$ cat src/rtl/mdu_div_iter.sv
`default_nettype none
// ============================================================================
//  Module      : mdu_div_iter
//  Description : Parametrised iterative restoring divider for the execute
//                stage. One quotient bit per cycle on operand magnitudes,
//                sign fix-up on completion, divide-by-zero flag, annul
//                (exception flush) and optional leading-zero early exit.
//                result_o = {remainder, quotient}.
//  Revision    : 1.0 - initial parametrised release
// ============================================================================
module mdu_div_iter #(
    parameter int WIDTH      = 32,
    parameter bit EARLY_EXIT = 1'b0
) (
    input  logic               clk,
    input  logic               rst,
    input  logic               signed_i,
    input  logic [WIDTH-1:0]   opdata1_i,
    input  logic [WIDTH-1:0]   opdata2_i,
    input  logic               start_i,
    input  logic               annul_i,
    output logic [2*WIDTH-1:0] result_o,
    output logic               ready_o,
    output logic               busy_o,
    output logic               dbz_o
);

    localparam int c_CNT_W = $clog2(WIDTH + 1);

    typedef enum logic [1:0] {
        S_IDLE  = 2'd0,
        S_DZERO = 2'd1,
        S_BUSY  = 2'd2,
        S_DONE  = 2'd3
    } state_t;

    state_t               r_state;
    state_t               w_nextState;

    logic [WIDTH-1:0]     r_quot;      // dividend bits shift out, quotient bits shift in
    logic [WIDTH-1:0]     r_divisor;   // |b|
    logic [WIDTH-1:0]     r_partRem;   // partial remainder, always < divisor
    logic [c_CNT_W-1:0]   r_count;     // iterations still to run
    logic                 r_negQuot;
    logic                 r_negRem;
    logic [2*WIDTH-1:0]   r_result;
    logic                 r_dbz;

    logic                 w_negA;
    logic                 w_negB;
    logic [WIDTH-1:0]     w_magA;
    logic [WIDTH-1:0]     w_magB;
    logic                 w_divZero;
    logic [WIDTH-1:0]     w_startQuot;
    logic [c_CNT_W-1:0]   w_iters;

    logic [WIDTH:0]       w_shifted;
    logic [WIDTH:0]       w_diff;
    logic                 w_qBit;
    logic [WIDTH-1:0]     w_newRem;
    logic [WIDTH-1:0]     w_newQuot;
    logic [WIDTH-1:0]     w_fixQuot;
    logic [WIDTH-1:0]     w_fixRem;
    logic                 w_lastIter;

    // Operand magnitudes; the most-negative value maps to itself, which is
    // the correct unsigned magnitude.
    assign w_negA    = signed_i & opdata1_i[WIDTH-1];
    assign w_negB    = signed_i & opdata2_i[WIDTH-1];
    assign w_magA    = w_negA ? (~opdata1_i + 1'b1) : opdata1_i;
    assign w_magB    = w_negB ? (~opdata2_i + 1'b1) : opdata2_i;
    assign w_divZero = (opdata2_i == '0);

    generate
        if (EARLY_EXIT) begin : g_earlyExit
            logic [c_CNT_W-1:0] w_lz;

            // Leading-zero count of |a|: highest set bit wins, zero gives WIDTH
            always_comb begin
                w_lz = c_CNT_W'(WIDTH);
                for (int i = 0; i < WIDTH; i++) begin
                    if (w_magA[i]) begin
                        w_lz = c_CNT_W'(WIDTH - 1 - i);
                    end
                end
            end

            // Pre-align the dividend so the first iteration sees its MSB;
            // a zero dividend still takes one iteration.
            assign w_startQuot = w_magA << w_lz;
            assign w_iters     = (w_magA == '0) ? c_CNT_W'(1)
                                                : (c_CNT_W'(WIDTH) - w_lz);
        end else begin : g_fixedLatency
            assign w_startQuot = w_magA;
            assign w_iters     = c_CNT_W'(WIDTH);
        end
    endgenerate

    // One restoring step: shift in next dividend bit, trial subtract.
    assign w_shifted  = {r_partRem, r_quot[WIDTH-1]};
    assign w_diff     = w_shifted - {1'b0, r_divisor};
    assign w_qBit     = ~w_diff[WIDTH];
    assign w_newRem   = w_qBit ? w_diff[WIDTH-1:0] : w_shifted[WIDTH-1:0];
    assign w_newQuot  = {r_quot[WIDTH-2:0], w_qBit};
    assign w_fixQuot  = r_negQuot ? (~w_newQuot + 1'b1) : w_newQuot;
    assign w_fixRem   = r_negRem ? (~w_newRem + 1'b1) : w_newRem;
    assign w_lastIter = (r_count == c_CNT_W'(1));

    // State register
    always_ff @(posedge clk) begin
        if (rst) begin
            r_state <= S_IDLE;
        end else begin
            r_state <= w_nextState;
        end
    end

    // Next-state logic; annul overrides every transition
    always_comb begin
        w_nextState = r_state;
        case (r_state)
            S_IDLE: begin
                if (start_i) begin
                    w_nextState = w_divZero ? S_DZERO : S_BUSY;
                end
            end
            S_DZERO: w_nextState = S_DONE;
            S_BUSY: begin
                if (w_lastIter) begin
                    w_nextState = S_DONE;
                end
            end
            S_DONE: begin
                if (!start_i) begin
                    w_nextState = S_IDLE;
                end
            end
            default: w_nextState = S_IDLE;
        endcase
        if (annul_i) begin
            w_nextState = S_IDLE;
        end
    end

    // Datapath: latch on acceptance, iterate in BUSY, publish on DONE entry
    always_ff @(posedge clk) begin
        if (rst) begin
            r_quot    <= '0;
            r_divisor <= '0;
            r_partRem <= '0;
            r_count   <= '0;
            r_negQuot <= 1'b0;
            r_negRem  <= 1'b0;
            r_result  <= '0;
            r_dbz     <= 1'b0;
        end else if (!annul_i) begin
            case (r_state)
                S_IDLE: begin
                    if (start_i) begin
                        r_quot    <= w_startQuot;
                        r_divisor <= w_magB;
                        r_partRem <= '0;
                        r_count   <= w_iters;
                        r_negQuot <= w_negA ^ w_negB;
                        r_negRem  <= w_negA;
                    end
                end
                S_DZERO: begin
                    r_result <= '0;
                    r_dbz    <= 1'b1;
                end
                S_BUSY: begin
                    r_partRem <= w_newRem;
                    r_quot    <= w_newQuot;
                    r_count   <= r_count - 1'b1;
                    if (w_lastIter) begin
                        r_result <= {w_fixRem, w_fixQuot};
                        r_dbz    <= 1'b0;
                    end
                end
                default: ;
            endcase
        end
    end

    assign result_o = r_result;
    assign dbz_o    = r_dbz;
    assign ready_o  = (r_state == S_DONE);
    assign busy_o   = (r_state == S_DZERO) || (r_state == S_BUSY);

endmodule
`default_nettype wire

$ cat config.mk
export PLATFORM = sky130hd
export DESIGN_NAME = mdu_div_iter
export DESIGN_NICKNAME = d
export VERILOG_FILES = /design/src/rtl/mdu_div_iter.sv
export SDC_FILE = /design/constraint.sdc
export NUM_CORES = 1
export LEC_CHECK = 0
export BUFFER_PORTS_ARGS = -buffer_cell sky130_fd_sc_hd__buf_4
export CAP_MARGIN = 10
export CORE_ASPECT_RATIO = 1.25
export CORE_MARGIN = 2
export CORE_UTILIZATION = 30
export CTS_CLUSTER_DIAMETER = 150
export CTS_CLUSTER_SIZE = 40
export DETAILED_ROUTE_END_ITERATION = 8
export PLACE_DENSITY = 0.55
export SYNTH_ARGS = -nofsm -noshare
export SYNTH_HDL_FRONTEND = slang
export SYNTH_SLANG_ARGS = --single-unit
$ cat constraint.sdc
create_clock -name clk -period 5.3 [get_ports clk]
set_input_delay 0.795 -clock clk [delete_from_list [all_inputs] [get_ports clk]]
set_output_delay 0.795 -clock clk [all_outputs]
set_load 0.05 [all_outputs]
==> results.md, run 1 <==
- FF+latch area: 0.00342 mm²
- Final global-route overflow total: 0
- Setup crit start kind: register
- Largest cells by area after synthesis: dfxtp_1, xnor2_1, nand2_1, nor2_1, a21oi_1
- Final Max Slew Viols: 0
- Maximum vdd drop: 0.000244 V
- Post-layout minimum cycle time: ~5000 ps
- Final Setup Violations: 0
- Syn_nets: 1615
- Starting density of the core: 0.305
- Post-synth cell types: 78
- Worst Hold Depth: 2
- Share of layout cells above drive strength 1: 0.133
- Post-CTS setup buffer count: 0
- CTS tree: yes
- Final Skew: approximately 8.5 ps
- Root Driver: clkbuf_16
- Final ANT Viol Nets: 0
- Vias: 10856
- Die Width: ~180 µm
- Async S/R FF share, synth: 0
- Core Area: 0.0373 mm²
- FP Rows: between 70 and 80
- Synth Flop Type: dfxtp_1
- Max-cap violations: 0
- Slowest CP cell: or4_4
- Initial antenna violation count: 0
- Pre-antenna DRT Iters: 5
- Outcome: finished, final reports clean
- Hold Vio Cnt, Final: 0
- Routed wire length: around 35000 µm
- Via density: ~5.2
- Post-synth top area share: 0.301
- Nets: 1694
- Power Dens Cells: 250 mW/mm²
- Yosys top cell by area: dfxtp_1
- Fin crit share: 0.945
- Worst Tran Pin Value: 1160 ps
- Post-layout instance area: 0.0134 mm²
- WP data required: 5650 ps
- Clk_lat worst skew: 460 ps
- ANT cells: 0
- Synth Register Bits: 171
- Wire per inst: 16.9 µm
- Register area share after synthesis: 0.301
- Worst-path clk slew: 80 ps
- Number of flops mapped to enable cells by yosys: 0
- DRC Markers: 0
- Die Y: approximately 220 µm
- P_leak: between 5 and 6 nW
- Clk sinks: 171
- CP Class: register to register
- Cell breakdown of the critical path: inv_1 > ha_1 > fa_1 > nand2b_1 > a21oi_1 > o2111ai_2 > a211oi_2 > or4_1 > and2_4 > inv_2 > a21oi_1 > ha_1 > nand2_1 > nor3_1 > mux2i_1 > or3_1 > or4_4 > o41ai_2 > xnor2_1 > a22o_1
- GRT Util Overall: 0.178
- H-tree depth: 4
- Syn Area/Cell: 7.57 µm²
- Post-CTS Hold Fix Bufs: 0
- Detailed Place HPWL: 26600 µm
- Worst reg2reg path depth: 20
- Iteration-0 DRC Markers: 739
- Cells after synthesis: 1503
- GPL Wtd Cong: 0.918
- HP Class: register to register
- Max Fclk: 200 MHz
- Multi-input logic area: ~0.0074 mm²
- Clk buf depth: 2
- Top fanout value on the critical path: 11
- Port Buf Inserts: 135
- Num CTS Buffers: 17
- Warnings from Yosys: 0
- Worst Setup End Kind: register
- # fillers: 3886
- Area grow syn2layout: 17.7%
- Largest net degree at the start of global routing: slightly below 90
- First-pass GRT wire length: about 55000 µm
- DIE AREA: 0.0395 mm²
- Max-slew headroom: 0.226
- Placed inst area: 0.0128 mm²
- IO Count: 136
- Arr. time, crit path: 5360 ps
- Via count of the first global-routing pass: 10058
- Syn Std Cell Area: about 0.011 mm²
- Biggest cell delay along the critical path: between 400 and 500 ps
- WHS: around 450 ps
==> area by class of cell <==
type                    count  share of cell area
clock buffers              19              0.0331
well taps                 486              0.0455
repair buffers            152              0.0853
inverters                  58              0.0163
multi-input cells        1182               0.554
flip-flops and latches    171               0.256
clock inverters            13              0.0105
==> routing by layer <==
metal / vias up / GRT usage / wire (µm) / share of wire
met2: 266 / 0.283 / 16200 / 0.46
met5: - / 0 / 0 / 0
met4: 0 / 0.0542 / 625 / 0.018
met3: 34 / 0.0286 / 1530 / 0.043
li1: 5504 / - / - / -
met1: 5052 / 0.245 / 16900 / 0.48
==> path summary, 6_finish.rpt <==
path	start	to	slack, ps
setup / recovery	r_quot[31]	result_o[62]	290
hold / removal	r_divisor[31]	r_divisor[31]	450
setup reg to reg	r_quot[31]	result_o[62]	290
hold reg to reg	r_divisor[31]	r_divisor[31]	450
==> cells in the final DEF, fill, tap and decap left out, drive strengths merged, types with 21 or more instances in the layout <==
| cell | netlist | routed |
|---|---|---|
| nor3 | 34 | 34 |
| inv | 58 | 61 |
| buf | 13 | 152 |
| a21oi | 110 | 110 |
| dfxtp | 171 | 171 |
| nand2 | 187 | 187 |
| a22o | 28 | 28 |
| o31ai | 21 | 21 |
| ha | 42 | 42 |
| a22oi | 51 | 51 |
| xor2 | 56 | 56 |
| a211oi | 35 | 35 |
| o21ai | 99 | 99 |
| or3 | 23 | 23 |
| xnor2 | 86 | 86 |
| nor2 | 176 | 176 |
==> power by group <==
| part | internal (mW) | total (mW) | leakage, nW | switching (mW) |
|---|---|---|---|---|
| combinational | 0.261 | 0.690 | 3.55 | 0.429 |
| clock | 0.709 | 1.29 | 0.281 | 0.576 |
| sequential | 1.33 | 1.37 | 1.39 | 0.0408 |
==> registers in the layout, summed over array words and instances (netlist names), 2 cells and up <==
name / flops
result_o: 64
r_count: 6
r_divisor: 32
r_state: 2
r_partRem: 32
r_quot: 32
==> metrics by stage <==
step / instances / setup TNS, ps / power [mW] / util / worst slack, ps
final: 2081 / 0 / 3.34 / 0.359 / 291
after detailed placement: 2049 / 0 / 2.08 / 0.343 / 259
after floorplan: 1503 / 0 / 1.86 / - / 48.2
after CTS: 2081 / 0 / 3.38 / 0.359 / 220
after global placement: 2049 / 0 / 2.08 / 0.343 / 358
after global routing: 2081 / -1.36 / 3.51 / 0.359 / -1.36
==> critical path: cells and delay by family (launching register included) <==
| kind | cells | cell delay [ps] |
|---|---|---|
| compound gates | 6 | 1500 |
| xor+xnor | 1 | 100 |
| buf+inv | 2 | 170 |
| flops | 1 | 360 |
| simple gates | 7 | 1770 |
| mux | 1 | 120 |
| fa+ha+maj | 3 | 870 |
==> Yosys cell counts, types with 4 or more instances <==
master	number
ha_1	42
buf_1	5
dfxtp_1	171
nand2b_1	15
and3_1	4
o31ai_1	20
clkbuf_1	79
nor2b_1	6
o21bai_1	7
or4_1	15
o31a_1	4
nand2_1	187
mux2_2	4
nand3_1	17
nand4_1	5
a22oi_1	51
o21ai_0	96
and2_1	10
o211ai_1	9
xor2_1	56
a22o_1	28
a21oi_1	110
o21a_1	4
buf_2	5
nor3_1	34
inv_1	57
nor2_1	176
mux2i_1	15
nor4_1	15
and3b_1	4
o41ai_1	18
a211oi_1	34
a31oi_1	10
or3_1	23
or2_2	5
xnor2_1	86
a21o_1	13
==> cell families after synthesis <==
logic type               after synthesis  synth area share
adder cells (fa/ha/maj)               43            0.0480
multiplexers                          21            0.0195
XOR/XNOR                             142             0.109
flip-flops                           171             0.301
AND/OR/NAND/NOR                      532             0.213
buffers and inverters                150            0.0517
AO/OA/AOI/OAI                        444             0.258
==> repair_timing <==
item	CTS	global route
resized for setup	0	2
hold endpoints to repair	0	0
setup endpoints to repair	0	4
(Power assumes the default switching activity.)
==> run 2: changes to the inputs <==
--- a/config.mk
+++ b/config.mk
@@ -9,11 +9,11 @@
 export CAP_MARGIN = 10
 export CORE_ASPECT_RATIO = 1.25
 export CORE_MARGIN = 2
-export CORE_UTILIZATION = 30
+export CORE_UTILIZATION = 54
 export CTS_CLUSTER_DIAMETER = 150
 export CTS_CLUSTER_SIZE = 40
 export DETAILED_ROUTE_END_ITERATION = 8
-export PLACE_DENSITY = 0.55
+export PLACE_DENSITY = 0.85
 export SYNTH_ARGS = -nofsm -noshare
 export SYNTH_HDL_FRONTEND = slang
 export SYNTH_SLANG_ARGS = --single-unit
==> run 2 against run 1 <==
Global-route usage increased by 12 points. Utilization increased by 28 points. Critical path type unchanged. Combinational power about the same. Clock power about the same. Design area decreased by 1.6%. Register-to-register slack improved by 130 ps. Power increased by 0.21%. Die area decreased by 44%. Sequential power about the same.
==> results.md, run 2 (synthesis gave the netlist of run 1 again) <==
- Num CTS Buffers: 17 (unchanged)
- Placed inst area: 0.0125 mm² (was 0.0128 mm²)
- Cell breakdown of the critical path: ha_1 > a21oi_1 > nand2_1 > o2111ai_2 > a211oi_2 > or4_1 > and2_4 > inv_2 > nor2_1 > a21oi_1 > ha_1 > nand2_1 > nor3_1 > mux2i_1 > or3_1 > or4_4 > o41ai_2 > xnor2_1 > a22o_1 (was inv_1 > ha_1 > fa_1 > nand2b_1 > a21oi_1 > o2111ai_2 > a211oi_2 > or4_1 > and2_4 > inv_2 > a21oi_1 > ha_1 > nand2_1 > nor3_1 > mux2i_1 > or3_1 > or4_4 > o41ai_2 > xnor2_1 > a22o_1)
- Routed wire length: 33400 µm (was 35300 µm)
- Max-slew headroom: 0.213 (was 0.226)
- HP Class: register to register (unchanged)
- Flip-flop count of the largest register after layout: 64 (unchanged)
- DIE AREA: 0.0222 mm² (was 0.0395 mm²)
- Top fanout value on the critical path: 12 (was 11)
- Final Skew: 8.88 ps (was 8.45 ps)
- Starting density of the core: 0.548 (was 0.305)
- Worst reg2reg path depth: 19 (was 20)
- Area grow syn2layout: 15.7% (was 17.7%)
- ANT cells: 0 (unchanged)
- Arr. time, crit path: 5210 ps (was 5360 ps)
- Vias: 11329 (was 10856)
- Port Buf Inserts: 135 (unchanged)
- Via count of the first global-routing pass: 10851 (was 10058)
- Final Setup Violations: 0 (unchanged)
- Max-cap violations: 0 (unchanged)
- Most common cell after layout, fill and taps aside: nand2_1 (unchanged)
- First-pass GRT wire length: 54000 µm (was 55500 µm)
- Share of layout cells above drive strength 1: 0.136 (was 0.133)
- Final WS setup: 420 ps (was 291 ps)
- Wire per inst: 17.9 µm (was 16.9 µm)
- Worst-path clk slew: 70 ps (was 80 ps)
- Clk buf depth: 2 (unchanged)
- Post-CTS setup buffer count: 0 (unchanged)
- Post-layout minimum cycle time: 4880 ps (was 5010 ps)
- Via density: 6.06 (was 5.22)
- RSZ-0062 raised after global routing: false
- Power Dens Cells: 254 mW/mm² (was 250 mW/mm²)
- Worst Tran Pin Value: 1170 ps (was 1160 ps)
- Fin crit share: 0.921 (was 0.945)
- Dpl ws: 409 ps (was 259 ps)
- Clk_lat worst skew: 440 ps (was 460 ps)
- Detailed Place HPWL: 24700 µm (was 26600 µm)
- Outcome: finished, final reports clean (unchanged)
- P_leak: 5.24 nW (was 5.22 nW)
- Biggest cell delay along the critical path: 560 ps (was 440 ps)
- Core Util, Final: 0.634 (was 0.359)
- Post-layout instance area: 0.0132 mm² (was 0.0134 mm²)
- Final ANT Viol Nets: 0 (unchanged)
- IO Count: 136 (unchanged)
- Final Max Slew Viols: 0 (unchanged)
- Core Area: 0.0207 mm² (was 0.0373 mm²)
- Reg2reg start: r_partRem[4] (was r_quot[31])
- Hold Vio Cnt, Final: 0 (unchanged)
- Die Width: 134 µm (was 178 µm)
- Root Driver: clkbuf_16 (unchanged)
- Worst Hold Depth: 2 (unchanged)
- Hold Startpoint: result_o[41] (was r_divisor[31])
- Slowest CP cell: or4_1 (was or4_4)
- Setup crit start kind: register (unchanged)
- Final global-route overflow total: 0 (unchanged)
- Largest net degree at the start of global routing: 78 (was 87)
- Nets: 1695 (was 1694)
- H-tree depth: 4 (unchanged)
- WP data required: 5630 ps (was 5650 ps)
- Pre-antenna DRT Iters: 5 (unchanged)
- Commonest cells after routing, fill and taps aside: nand2_1, nor2_1, dfxtp_1, buf_4, a21oi_1 (unchanged)
- GRT Util Overall: 0.300 (was 0.178)
- Initial antenna violation count: 0 (unchanged)
- CTS tree: yes (unchanged)
- Worst Setup End Kind: register (unchanged)
- Die Y: 166 µm (was 222 µm)
- Max Fclk: 205 MHz (was 200 MHz)
- Iteration-0 DRC Markers: 742 (was 739)
- GPL Wtd Cong: 0.991 (was 0.918)
- Setup_tns: 0 ps (unchanged)
- Maximum vdd drop: 0.000239 V (was 0.000244 V)
- CP Class: register to register (unchanged)
- DRC Markers: 0 (unchanged)
- Worst Setup SP: r_partRem[4] (was r_quot[31])
- Clk sinks: 171 (unchanged)
- FP Rows: 59 (was 79)
==> run 2: repair_timing <==
item,in CTS,in global routing
setup endpoints to repair,0,4
gates resized for setup,0,5
hold buffers,0,0
hold endpoints to repair,0,0
==> run 2: final timing paths <==
| path | endpoint | slack [ps] |
|---|---|---|
| setup reg to reg | result_o[62] | 420 |
| hold / removal | result_o[41] | 460 |
| hold reg to reg | result_o[41] | 460 |
| setup / recovery | result_o[62] | 420 |
==> run 2: critical path, delay by kind of cell, from the launching register on <==
kind	cells	cell delay, ps
buffers and inverters	1	180
XOR/XNOR	1	100
AND/OR/NAND/NOR	8	2030
flip-flops	1	480
adder cells (fa/ha/maj)	2	570
multiplexers	1	110
AO/OA/AOI/OAI	6	1280
==> run 2: through the flow <==
step	std cells	hold WS [ps]	total power, mW
final	1870	457	3.35
after global routing	1870	482	3.48
after CTS	1870	461	3.35
after detailed placement	1838	449	2.07
after global placement	1838	440	2.06
after floorplan	1503	432	1.86
==> run 2: per-layer routing <==
layer / share of wire / up-vias / wire [µm] / GRT usage
met3: 0.050 / 113 / 1680 / 0.0485
li1: - / 5503 / - / -
met5: 0 / - / 0 / 0
met4: 0.052 / 0 / 1750 / 0.163
met1: 0.38 / 5294 / 12800 / 0.327
met2: 0.52 / 419 / 17300 / 0.547
==> run 2: cell type report <==
class / instances / area [µm²]
fillers: 1834 / 7580
multi-input cells: 1182 / 7410
flip-flops and latches: 171 / 3420
repair buffers: 153 / 1150
clock buffers: 19 / 453
well taps: 274 / 343
inverters: 58 / 218
clock inverters: 13 / 159
==> run 2: power by group <==
group	total, mW	leakage, nW	internal (mW)	switching [mW]
clock network	1.29	0.291	0.731	0.559
registers	1.37	1.39	1.33	0.0422
logic	0.691	3.56	0.261	0.430
total	3.35	5.24	2.32	1.03
